<file path="src/rtl/clk_div_int.sv">
// clk_div_int: integer clock divider with a clock-mux bypass to CLK for ratios below 2 or when disabled.
// Define CLK_DIV_ODD_EN to divide by odd ratios (near-50 % duty); otherwise DIV_RATIO[0] is ignored.

// Stand-in for the glitch-free clock-mux library cell; the implementation flow swaps in the real cell.
module clk_div_int_mux (
  input  logic clk_a,
  input  logic clk_b,
  input  logic sel_b,
  output logic clk_o
);

  assign clk_o = sel_b ? clk_b : clk_a;

endmodule

module clk_div_int #(
  parameter int unsigned RATIO_WD = 8
) (
  input  logic                CLK,
  input  logic                RST,
  input  logic                CLK_EN,
  input  logic [RATIO_WD-1:0] DIV_RATIO,
  output logic                DIV_CLK
);

  localparam int unsigned CNT_WD = RATIO_WD - 1;

  logic [RATIO_WD-1:0] ratio_q, ratio_d;
  logic [CNT_WD-1:0]   cnt_q, cnt_d;
  logic                div_q, div_d;

  logic                bypass;
  logic [RATIO_WD-1:0] ratio_in;
  logic [RATIO_WD-1:0] phase_len;
  logic                phase_end;

  assign bypass = !CLK_EN || (ratio_q < RATIO_WD'(2));

`ifdef CLK_DIV_ODD_EN
  logic [RATIO_WD-1:0] hi_len;
  logic [RATIO_WD-1:0] lo_len;

  // The low phase takes the extra cycle of an odd ratio.
  assign ratio_in  = DIV_RATIO;
  assign hi_len    = ratio_q >> 1;
  assign lo_len    = ratio_q - hi_len;
  assign phase_len = div_q ? hi_len : lo_len;
`else
  assign ratio_in  = {DIV_RATIO[RATIO_WD-1:1], 1'b0};
  assign phase_len = ratio_q >> 1;
`endif

  assign phase_end = ({1'b0, cnt_q} == (phase_len - RATIO_WD'(1)));

  // NOTE: defaults are assigned first so every path drives every signal and no latch is inferred.
  always_comb begin
    ratio_d = ratio_q;
    cnt_d   = cnt_q;
    div_d   = div_q;
    if (bypass) begin
      ratio_d = ratio_in;
      cnt_d   = '0;
      div_d   = 1'b0;
    end else if (phase_end) begin
      cnt_d = '0;
      div_d = ~div_q;
      // A new ratio is taken only where a full output period ends (falling edge).
      if (div_q) begin
        ratio_d = ratio_in;
      end
    end else begin
      cnt_d = cnt_q + CNT_WD'(1);
    end
  end

  // NOTE: sequential state uses non-blocking assignments so all flops sample pre-edge values.
  always_ff @(posedge CLK or negedge RST) begin
    if (!RST) begin
      ratio_q <= '0;
      cnt_q   <= '0;
      div_q   <= 1'b0;
    end else begin
      ratio_q <= ratio_d;
      cnt_q   <= cnt_d;
      div_q   <= div_d;
    end
  end

  clk_div_int_mux u_clk_mux (
    .clk_a (div_q),
    .clk_b (CLK),
    .sel_b (bypass),
    .clk_o (DIV_CLK)
  );

endmodule

</file>
<file path="config.mk">
export PLATFORM = sky130hd
export DESIGN_NAME = clk_div_int
export DESIGN_NICKNAME = d
export VERILOG_FILES = /design/src/rtl/clk_div_int.sv
export SDC_FILE = /design/constraint.sdc
export NUM_CORES = 1
export LEC_CHECK = 0
export BUFFER_PORTS_ARGS = -buffer_cell sky130_fd_sc_hd__buf_2
export CAP_MARGIN = 20
export CORE_UTILIZATION = 60
export CTS_BUF_LIST = sky130_fd_sc_hd__clkbuf_4 sky130_fd_sc_hd__clkbuf_8
export DETAILED_ROUTE_END_ITERATION = 7
export PLACE_DENSITY = 0.83
export RECOVER_POWER = 50
export SYNTH_ARGS = -nofsm -noshare
export SYNTH_HDL_FRONTEND = slang
export SYNTH_HIERARCHICAL = 1
export SYNTH_SLANG_ARGS = --single-unit
</file>
<file path="constraint.sdc">
create_clock -name CLK -period 7.36 [get_ports CLK]
set_clock_uncertainty 0.2 [all_clocks]
set_input_delay 1.472 -clock CLK [delete_from_list [all_inputs] [get_ports CLK]]
set_output_delay 1.472 -clock CLK [all_outputs]
set_load 0.02 [all_outputs]
</file>
==> impl_metrics.yaml <==
floorplan:
  die_x_um: 39.8
  start_util_pct: 65.1
  coreArea_sq_um: 1320
  num_io_pins: 12
  dieArea_sq_um: 1590
  dieHeight_um: 39.8
  core.rowCount: 13
routing:
  vias_per_cell: 5.82
  avgRoutedWirePerCell_um: 14.1
  drt_wl_total_mm: 1.51
  drc: 0
  initialDrtViolationCount: 16
  ant_nets: 0
  vias: 623
  drt_first_pass_iters: 4
setup_path:
  cp-start-kind: "clock port"
  critPathMaxFanout: 2
  rr_worst_depth: 7
  cp.arrival_ns: 4.32
  worst-setup-path-type: "clk -> out"
  endpoint_kind: "output pin"
  required_ns: 5.69
final_layout:
  antennaDiodeCount: 0
  syn2layout_area_growth_pct: 13.6
  nets: 106
  regArea_sq_um: 375
  drive_above_1_share_pct: 31.5
  multi_input_area_sq_um: 468
  fillCellCount: 97
global_route:
  grt_pass1_wl_mm: 2.49
  grt_start_max_net_pins: 16
  grt.total_usage_pct: 26.3
  grt_use_met1_pct: 29.4
  met3_usage_pct: 9.09
  antenna_found_initial: 0
  grtUsageMet2_pct: 37.3
  first_global_vias: 599
  grt_busiest_layer: "met2"
  overflow: 0
power_and_ir_drop:
  ir_worst_vdd_v: 0.000163
  power_density_nw_per_um2: 219
  leakage_nw: 0.422
clock_network:
  ctsResizeCount: 0
  clock_latency_ns: 0.39
  post-cts-setup-buffer-count: 0
  hold_buffers: 0
  clkTransAtPathRegs_ns: 0.08
  cts_tree: "yes"
placement:
  gp_congestion: 0.791
  place.detailed.hpwl_mm: 1.10
  io_buffers: 10
  preCtsSetupSlack_ns: 1.62
sta:
  finalSetupViolations: 0
  rsz0062_at_grt: "false"
  tns_ns: 0
  worst_pin_slew_ns: 0.799
  hold_violations: 0
  slew_viol_final: 0
  max_slew_margin_pct: 46.8
  final.setup.worst_slack_ns: 1.37
synth:
  yosysWarnings: 6
  ys_ff_latch: 15
  synth.distinct_cells: 27
  synth_nets: 89
  syn_area_sq_um: 858
  avgSynthCellArea_sq_um: 11.3
  synth_cells: 76
  yosysSeqAreaShare_pct: 43.7
hold_path:
  hold_depth: 1
  hold_class: "reg -> reg"
flow_run:
  cap_violations: 0
run_status:
  status: "complete, no violations"
[routing by layer]
metal	up-vias	share of wire [%]
li1	306	-
met1	294	46
met2	17	48
met3	6	4.1
met4	0	2.7
met5	-	0
[worst paths after layout]
| check | startpoint | endpoint | slack [ns] |
|---|---|---|---|
| hold reg to reg | cnt_q[0]$_DFF_PN0_ | cnt_q[0]$_DFF_PN0_ | 0.33 |
| max in group asynchronous | RST | cnt_q[4]$_DFF_PN0_ | 5.53 |
| setup reg to reg | ratio_q[1]$_DFFE_PN0P_ | cnt_q[5]$_DFF_PN0_ | 4.81 |
| min in group asynchronous | RST | cnt_q[0]$_DFF_PN0_ | 0.93 |
| hold / removal | cnt_q[0]$_DFF_PN0_ | cnt_q[0]$_DFF_PN0_ | 0.33 |
| setup / recovery | CLK | DIV_CLK | 1.37 |
[cell type report]
cell class	instances	area share, %
clock buffers	8	5.91
multi-input cells	57	48.0
inverters	3	1.16
well taps	15	1.93
flip-flops and latches	15	38.5
repair buffers	9	4.49
[synthesized netlist by cell type]
cell type,instances,area (sq um)
and2_0,1,6.26
clkbuf_1,1,3.75
nor3_1,8,40.0
a311oi_2,1,15.0
a21o_1,1,7.51
xor2_1,4,35.0
a31oi_4,1,21.3
and3b_1,1,8.76
nand3_1,3,15.0
a21oi_1,3,15.0
and4bb_2,1,12.5
inv_1,3,11.3
and3_1,3,18.8
mux2_2,7,78.8
nor3b_1,1,7.51
dfrtp_1,15,375
nand2_1,2,7.51
o21ai_2,1,8.76
nor2b_1,2,12.5
o21ai_0,1,5.00
nor2_1,2,7.51
nor4_4,1,21.3
or3_1,1,6.26
mux2_4,1,15.0
xnor2_1,8,70.1
ha_1,2,25.0
o211ai_1,1,7.51
[logic make-up after synthesis]
logic type	count (synthesis)	synth area share, %
compound gates	9	9.33
xor+xnor	12	12.2
fa+ha+maj	2	2.91
buf+inv	4	1.75
flops	15	43.7
mux	8	10.9
simple gates	26	19.1
[worst max-delay path, cell delays in order]
cell and delay [ns]:
clkbuf_4 0.11, clkbuf_4 0.12, mux2_4 0.24, buf_2 0.16
[metrics by stage]
step	std cells	hold WS [ns]	cell area (sq um)	util (%)	power, W
2_1_floorplan	76	0.278	858	-	0.000130
3_3_place_gp	100	0.310	923	70.1	0.000140
3_5_place_dp	100	0.317	923	70.1	0.000141
4_1_cts	107	0.330	976	74.1	0.000219
5_1_grt	107	0.364	975	74.0	0.000227
6_report	107	0.329	975	74.0	0.000213
[where the power goes]
part,leakage [nW],internal [W],switching (W),total [W]
Clock,0.0451,0.0000488,0.0000364,0.0000852
Combinational,0.186,0.0000161,0.0000168,0.0000329
Sequential,0.191,0.0000882,0.00000696,0.0000952
[sequential cells by signal, summed over array words and instances, names as in the netlist]
signal and count:
cnt_q 7, div_q 1, ratio_q 7
[placed cells by master (no fill, tap or decap)]
| cell | n |
|---|---|
| a21o_1 | 1 |
| a21oi_1 | 3 |
| a311oi_2 | 1 |
| a31oi_4 | 1 |
| and2_0 | 1 |
| and3_1 | 3 |
| and3b_1 | 1 |
| and4bb_2 | 1 |
| buf_2 | 9 |
| clkbuf_1 | 1 |
| clkbuf_4 | 7 |
| dfrtp_1 | 15 |
| ha_1 | 2 |
| inv_1 | 3 |
| mux2_2 | 7 |
| mux2_4 | 1 |
| nand2_1 | 2 |
| nand3_1 | 3 |
| nor2_1 | 2 |
| nor2b_1 | 2 |
| nor3_1 | 8 |
| nor3b_1 | 1 |
| nor4_4 | 1 |
| o211ai_1 | 1 |
| o21ai_0 | 1 |
| o21ai_2 | 1 |
| or3_1 | 1 |
| xnor2_1 | 8 |
| xor2_1 | 4 |
Power figures use the tool's default switching activity.
